<file path="src/rtl/logic_gate_pkg.sv">
// ---------------------------------------------------------------------------
// logic_gate_pkg
// Shared definitions for logic_gate_arbiter:
//   - OP_W and the op-code enum (OP_AND..OP_XNOR)
//   - result-register state constants (ST_EMPTY / ST_FULL)
//   - logic_op(): the bitwise gate function used by the datapath
// logic_op works on MAX_W bits. Callers zero-extend narrower operands and
// truncate the result. Every op is bitwise, so truncation is exact.
// ---------------------------------------------------------------------------
package logic_gate_pkg;

  localparam int OP_W  = 3;
  localparam int MAX_W = 64;

  typedef enum logic [OP_W-1:0] {
    OP_AND  = 3'd0,
    OP_OR   = 3'd1,
    OP_XOR  = 3'd2,
    OP_NOTA = 3'd3,
    OP_NOTB = 3'd4,
    OP_NAND = 3'd5,
    OP_NOR  = 3'd6,
    OP_XNOR = 3'd7
  } op_e;

  // Result-register state; the state bit is what res_valid_out shows.
  localparam logic [0:0] ST_EMPTY = 1'b0;
  localparam logic [0:0] ST_FULL  = 1'b1;

  function automatic logic [MAX_W-1:0] logic_op(
    input logic [OP_W-1:0]  op,
    input logic [MAX_W-1:0] a,
    input logic [MAX_W-1:0] b
  );
    logic [MAX_W-1:0] r;
    r = '0;
    case (op_e'(op))
      OP_AND:  r = a & b;
      OP_OR:   r = a | b;
      OP_XOR:  r = a ^ b;
      OP_NOTA: r = ~a;
      OP_NOTB: r = ~b;
      OP_NAND: r = ~(a & b);
      OP_NOR:  r = ~(a | b);
      OP_XNOR: r = ~(a ^ b);
      default: r = '0;
    endcase
    return r;
  endfunction

endpackage

</file>
<file path="src/rtl/rr_arbiter.sv">
// ---------------------------------------------------------------------------
// rr_arbiter
// This is purely combinational round-robin search logic. The search starts at
// ptr_i+1 and wraps modulo NUM_REQ. The first asserted req_i bit wins.
// Ports:
//   req_i   [NUM_REQ] request vector
//   ptr_i   [ID_W]    index of the last winner; the search starts after it
//   en_i              gates grant_o. idx_o shows the winner even while en_i
//                     is low.
//   grant_o [NUM_REQ] one-hot grant, all-zero when no request or !en_i
//   idx_o   [ID_W]    index of the winning request; 0 when there is none
// The pointer register lives in the parent module.
// ---------------------------------------------------------------------------
module rr_arbiter #(
  parameter int NUM_REQ = 4,
  parameter int ID_W    = 2
) (
  input  logic [NUM_REQ-1:0] req_i,
  input  logic [ID_W-1:0]    ptr_i,
  input  logic               en_i,
  output logic [NUM_REQ-1:0] grant_o,
  output logic [ID_W-1:0]    idx_o
);

  logic            found;
  int              k;
  logic [ID_W-1:0] k_idx;

  always_comb begin
    grant_o = '0;
    idx_o   = '0;
    found   = 1'b0;
    k       = 0;
    k_idx   = '0;
    // Offsets run 1..NUM_REQ. The last candidate is ptr itself, so a lone
    // persistent requester is still picked every cycle.
    for (int i = 1; i <= NUM_REQ; i++) begin
      k     = (int'(ptr_i) + i) % NUM_REQ;
      k_idx = ID_W'(k);
      if (!found && req_i[k_idx]) begin
        found = 1'b1;
        idx_o = k_idx;
      end
    end
    if (en_i && found) grant_o[idx_o] = 1'b1;
  end

endmodule

</file>
<file path="src/rtl/logic_gate_arbiter.sv">
// ---------------------------------------------------------------------------
// logic_gate_arbiter
// One bitwise gate unit is shared between NUM_REQ requesters. A round-robin
// grant picks one request per cycle. The result goes into a 1-entry output
// register.
// Ports:
//   clk_in, rstn_in (synchronous, active-low)
//   req_valid_in / req_ready_out [NUM_REQ], req_op_in [3*NUM_REQ],
//   req_a_in / req_b_in [WIDTH*NUM_REQ]   : request side, slice i per requester
//   res_valid_out / res_ready_in, res_data_out [WIDTH], res_id_out [ID_W],
//   res_op_out [3]                        : result side
//   count_out [16] (only with LOGIC_ARB_COUNT_EN): saturating count of
//   consumed results
// Handshake: a transfer happens on a rising edge where valid & ready are both
// high. req_ready_out is a one-hot grant that depends on req_valid_in.
// Requesters raise valid without waiting for ready. They hold
// valid/op/a/b stable until accepted.
// The result register is the FSM (EMPTY/FULL). Its state bit drives
// res_valid_out directly.
// Optional feature macro: LOGIC_ARB_COUNT_EN
// WIDTH must be <= 64 (logic_gate_pkg::MAX_W).
// ---------------------------------------------------------------------------
module logic_gate_arbiter
  import logic_gate_pkg::*;
#(
  parameter int NUM_REQ = 4,
  parameter int WIDTH   = 8,
  parameter int ID_W    = 2
) (
  input  logic                     clk_in,
  input  logic                     rstn_in,
  input  logic [NUM_REQ-1:0]       req_valid_in,
  output logic [NUM_REQ-1:0]       req_ready_out,
  input  logic [OP_W*NUM_REQ-1:0]  req_op_in,
  input  logic [WIDTH*NUM_REQ-1:0] req_a_in,
  input  logic [WIDTH*NUM_REQ-1:0] req_b_in,
  output logic                     res_valid_out,
  input  logic                     res_ready_in,
  output logic [WIDTH-1:0]         res_data_out,
  output logic [ID_W-1:0]          res_id_out,
  output logic [OP_W-1:0]          res_op_out
`ifdef LOGIC_ARB_COUNT_EN
  ,
  output logic [15:0]              count_out
`endif
);

  logic [0:0]         state_q, state_d;
  logic [ID_W-1:0]    ptr_q, ptr_d;
  logic [WIDTH-1:0]   data_q, data_d;
  logic [ID_W-1:0]    id_q, id_d;
  logic [OP_W-1:0]    op_q, op_d;

  logic               can_accept;
  logic [NUM_REQ-1:0] grant;
  logic [ID_W-1:0]    grant_idx;
  logic               accept;
  logic [OP_W-1:0]    sel_op;
  logic [WIDTH-1:0]   sel_a, sel_b, gate_res;

  // Taking a new result in the same cycle as the drain keeps throughput at
  // one result per cycle.
  assign can_accept = (state_q == ST_EMPTY) | res_ready_in;

  rr_arbiter #(.NUM_REQ(NUM_REQ), .ID_W(ID_W)) u_rr (
    .req_i   (req_valid_in),
    .ptr_i   (ptr_q),
    .en_i    (can_accept & rstn_in),  // keeps ready low while in reset
    .grant_o (grant),
    .idx_o   (grant_idx)
  );

  assign req_ready_out = grant;
  assign accept        = |grant;

  // One-hot operand mux. OR-ing the slices is exact because only one
  // grant bit can be set.
  always_comb begin
    sel_op = '0;
    sel_a  = '0;
    sel_b  = '0;
    for (int i = 0; i < NUM_REQ; i++) begin
      if (grant[i]) begin
        sel_op = sel_op | req_op_in[OP_W*i +: OP_W];
        sel_a  = sel_a  | req_a_in[WIDTH*i +: WIDTH];
        sel_b  = sel_b  | req_b_in[WIDTH*i +: WIDTH];
      end
    end
  end

  assign gate_res = WIDTH'(logic_op(sel_op, MAX_W'(sel_a), MAX_W'(sel_b)));

  always_comb begin
    state_d = state_q;
    ptr_d   = ptr_q;
    data_d  = data_q;
    id_d    = id_q;
    op_d    = op_q;
    if (accept) begin
      state_d = ST_FULL;
      ptr_d   = grant_idx;
      data_d  = gate_res;
      id_d    = grant_idx;
      op_d    = sel_op;
    end else if (state_q == ST_FULL && res_ready_in) begin
      // Drained with nothing to refill: payload keeps its last value.
      state_d = ST_EMPTY;
    end
  end

  always_ff @(posedge clk_in) begin
    if (!rstn_in) begin
      state_q <= ST_EMPTY;
      ptr_q   <= ID_W'(NUM_REQ - 1);  // requester 0 wins first
      data_q  <= '0;
      id_q    <= '0;
      op_q    <= '0;
    end else begin
      state_q <= state_d;
      ptr_q   <= ptr_d;
      data_q  <= data_d;
      id_q    <= id_d;
      op_q    <= op_d;
    end
  end

  assign res_valid_out = (state_q == ST_FULL);
  assign res_data_out  = data_q;
  assign res_id_out    = id_q;
  assign res_op_out    = op_q;

`ifdef LOGIC_ARB_COUNT_EN
  logic [15:0] cnt_q, cnt_d;

  always_comb begin
    cnt_d = cnt_q;
    if (state_q == ST_FULL && res_ready_in && cnt_q != 16'hFFFF)
      cnt_d = cnt_q + 16'd1;
  end

  always_ff @(posedge clk_in) begin
    if (!rstn_in) cnt_q <= '0;
    else          cnt_q <= cnt_d;
  end

  assign count_out = cnt_q;
`endif

endmodule

</file>
<file path="config.mk">
export PLATFORM = sky130hd
export DESIGN_NAME = logic_gate_arbiter
export DESIGN_NICKNAME = d
export VERILOG_FILES = /design/src/rtl/logic_gate_pkg.sv /design/src/rtl/rr_arbiter.sv /design/src/rtl/logic_gate_arbiter.sv
export SDC_FILE = /design/constraint.sdc
export NUM_CORES = 1
export LEC_CHECK = 0
export ABC_AREA = 1
export CORE_AREA = 3 3 83 85
export DETAILED_ROUTE_END_ITERATION = 16
export DIE_AREA = 0 0 86 88
export HOLD_SLACK_MARGIN = 0.06
export PLACE_DENSITY = 0.77
export REMOVE_ABC_BUFFERS = 1
export SLEW_MARGIN = 20
export SYNTH_ARGS = -nofsm -noshare
export SYNTH_HDL_FRONTEND = slang
export SYNTH_SLANG_ARGS = --single-unit
</file>
<file path="constraint.sdc">
create_clock -name clk_in -period 2.6 [get_ports clk_in]
set_clock_uncertainty 0.15 [all_clocks]
set_input_delay 0.26 -clock clk_in [delete_from_list [all_inputs] [get_ports clk_in]]
set_output_delay 0.26 -clock clk_in [all_outputs]
set_load 0.01 [all_outputs]
</file>
==> metrics.md, run 1 <==
| Metric | Value |
|---|---|
| Worst Path Required | 2600 ps |
| Die Height | 88 um |
| Critical Path End Type | flop |
| Tcrit/Tclk final | 1.137 |
| Final WS setup | -356.2 ps |
| Core footprint | 0.006277 sq mm |
| Worst Setup SP | ptr_q[0] |
| Grt ovf | 0 |
| Top-Level Pins | 101 |
| Chip width | 86 um |
| Yosys warnings | 0 |
| Arrival @ worst endpoint | 2960 ps |
| Power per cell area | 1253 mW/mm^2 |
| Worst-path fanout max | 8 |
| Clock slew seen by the registers of the worst setup and hold paths | 70 ps |
| CP Class | flop to flop |
| Pre-antenna DRT Iters | 5 |
| Htree depth | 1 |
| Distinct cells, synth | 29 |
| First-pass GRT wire length | 14.95 mm |
| Final net count | 726 |
| Cell taking the most area after synthesis | nand2_1 |
| Async SR Flop Fraction | 0 |
| Wirelength, routed | 9.836 mm |
| Post-CTS Hold Fix Bufs | 0 |
| Vias after detailed routing | 3561 |
| Tmin final | 2956 ps |
| Unrepaired setup endpoints after global routing | yes |
| Wire per inst | 13.99 um |
| Run status | finished, violations left |
| Post-detail-place hpwl | 6.860 mm |
| Final GP Congestion | 0.9808 |
| CTS Buf Count | 3 |
| Total power | 5.557 mW |
| Max Cap Viol | 0 |
| Vias in the first global route | 3350 |
| Initial Utilization | 0.3957 |
| Post-route ant nets | 0 |
| Fin. max-slew vios | 0 |
| Worst reg2reg endpoint | res_data_out[0] |
| Startpoint types | flop |
| Share of layout cells above drive strength 1 | 0.2827 |
| Sink Count | 16 |
| Top FF cell, synth | dfxtp_1 |
| Worst Max-Slew Pin Slew | 289.5 ps |
| Leak | 2.318 nW |
| Initial antenna violation count | 0 |
| Worst setup endpoint | res_data_out[0] |
| CTS tree | yes |
| Max_slew headroom | 0.8068 |
| Peak Freq | 338.3 MHz |
| Worst R2R Path Depth | 22 |
| Antenna cells | 0 |
| Largest cells by area after synthesis | nand2_1, dfxtp_1, inv_1 |
| Port bufs | 100 |
| Reg-to-reg startpoint | ptr_q[0] |
| Drt initial violations | 248 |
| Synth Area per Inst | 5.495 sq um |
| Final setup fails | 10 |
| Filler instances | 505 |
| Largest net degree at the start of global routing | 17 |
| Worst min path class | flop to flop |
| Total GRT Usage | 0.2440 |
| CTS Root Cell | clkbuf_8 |
| P&R area growth vs syn | 78.59% |
| Synth top area share | 0.2826 |
| Sequential area share after synthesis | 0.1290 |
| Post-synth EDFFs | 0 |
| Worst-case clock buffer depth | 2 |
| Failing checks | setup timing |
| Final Hold Viols | 0 |
| DRC errors left | 0 |
| Final Core Density | 0.7066 |
| Vias/cell | 5.065 |
| Synth Instances | 452 |
| #FFs+latches synth | 16 |
| R2r setup slk | -360 ps |
| Syn Std Cell Area | 0.002484 sq mm |
| Die area | 0.007568 sq mm |
| Pre-CTS setup slack | -684.7 ps |
| Later-pin clock latency in the skew report | 250 ps |
| Peak VDD IR | 0.0007046 V |
| # rows | 29 |
## routing by layer
metal / vias to the layer above / global-route usage / routed length [um]
met5: - / 0 / 0
met1: 1614 / 0.2930 / 3842
met4: 0 / 0.06619 / 250
met3: 27 / 0.03104 / 735
met2: 163 / 0.4541 / 5007
li1: 1757 / - / -
## synth_stat cells (3+ instances only)
master / number
nand3_2: 4
nand2_1: 187
nor2_4: 5
ha_1: 16
o21ai_0: 5
nand2_2: 16
dfxtp_1: 16
inv_2: 4
a21oi_1: 27
nor2_2: 5
nor2_1: 29
buf_6: 6
nand3_1: 39
buf_4: 3
nand3b_1: 3
nand4_1: 13
inv_1: 57
## worst max-delay path, stage by stage, from the launching register on
cell and delay, ps:
dfxtp_4 370, buf_8 140, nand2_4 60, nand2_4 50, inv_1 80, nand2_1 70
nand2_2 110, nand3b_1 160, buf_4 140, nand3_4 90, nand2_4 120, clkinvlp_4 200
buf_6 170, nand2_2 50, nand2_2 60, nor2_4 120, ha_1 240, inv_1 50
nand2_1 40, nand2_1 70, nand2_1 50, o21bai_1 160, a21oi_1 90
## how the worst min path moves through the flow
stage	startpoint	to	slack, ps	cells after the start
6_report	res_id_out[1]	res_id_out[1]	320	2
5_1_grt	res_data_out[7]	res_data_out[7]	350	2
4_1_cts	res_id_out[1]	res_id_out[1]	300	2
3_5_place_dp	res_id_out[1]	res_id_out[1]	290	2
3_3_place_gp	res_id_out[1]	res_id_out[1]	290	2
2_1_floorplan	rstn_in	ptr_q[0]	180	1
## through the flow
| step | setup TNS (ps) | instances | area [sq um] | hold WS [ps] |
|---|---|---|---|---|
| 6_report | -2666 | 703 | 4436 | 315.2 |
| 5_1_grt | -4872 | 703 | 4436 | 354.8 |
| 4_1_cts | -1947 | 701 | 4282 | 303.4 |
| 3_5_place_dp | -6360 | 675 | 3954 | 294.6 |
| 3_3_place_gp | -5504 | 675 | 3954 | 287.9 |
| 2_1_floorplan | -4141 | 439 | 2376 | 179.9 |
## area by class of cell
cell class / count / area [sq um] / area share
clock buffers: 4 / 55.05 / 0.01241
inverters: 63 / 244.0 / 0.05501
multi-input cells: 360 / 2031 / 0.4578
flip-flops and latches: 16 / 327.8 / 0.07391
well taps: 77 / 96.34 / 0.02172
repair buffers: 182 / 1674 / 0.3774
repair inverters: 1 / 7.507 / 0.001693
## flip-flops by register name, indices dropped and copies added, names as in the netlist
| signal | flops |
|---|---|
| res_valid_out | 1 |
| res_op_out | 3 |
| res_data_out | 8 |
| res_id_out | 2 |
| ptr_q | 2 |
## where the power goes
group          switching, mW  total (mW)  internal [mW]
clock                 0.0975       0.232          0.135
combinational           2.71        4.87           2.17
sequential            0.0872       0.451          0.364
## placed cells by master, fill, tap and decap left out, types with 12 or more instances in the layout
| master | instances |
|---|---|
| buf_4 | 73 |
| nand4_1 | 13 |
| nand2_2 | 22 |
| ha_1 | 14 |
| a21oi_1 | 21 |
| nand3_1 | 35 |
| nand2_1 | 169 |
| nor2_2 | 12 |
| clkdlybuf4s50_1 | 92 |
| nand2_4 | 14 |
| dfxtp_1 | 14 |
| inv_1 | 54 |
| nor2_1 | 18 |
## cell families after synthesis
| group | share of synthesized area |
|---|---|
| fa+ha+maj | 0.08060 |
| simple gates | 0.5688 |
| buf+inv | 0.1385 |
| flops | 0.1290 |
| compound gates | 0.08313 |
## what timing repair did
item | in CTS | in global routing
buffers inserted | 21 | 2
endpoints found under the setup margin | 12 | 13
pin swaps | 37 | 27
resized for setup | 48 | 42
gates cloned | 1 | 0
No activity file was read; power rests on OpenSTA's default activity.
==> inputs of run 2 (changes only) <==
--- a/config.mk
+++ b/config.mk
@@ -9,7 +9,7 @@
 export CORE_AREA = 3 3 83 85
 export DETAILED_ROUTE_END_ITERATION = 16
 export DIE_AREA = 0 0 86 88
-export HOLD_SLACK_MARGIN = 0.06
+export HOLD_SLACK_MARGIN = 0.12
 export PLACE_DENSITY = 0.77
 export REMOVE_ABC_BUFFERS = 1
 export SLEW_MARGIN = 20
==> results of run 2 <==
Same layout as run 1: the final DEF is identical, and so are final timing and power.
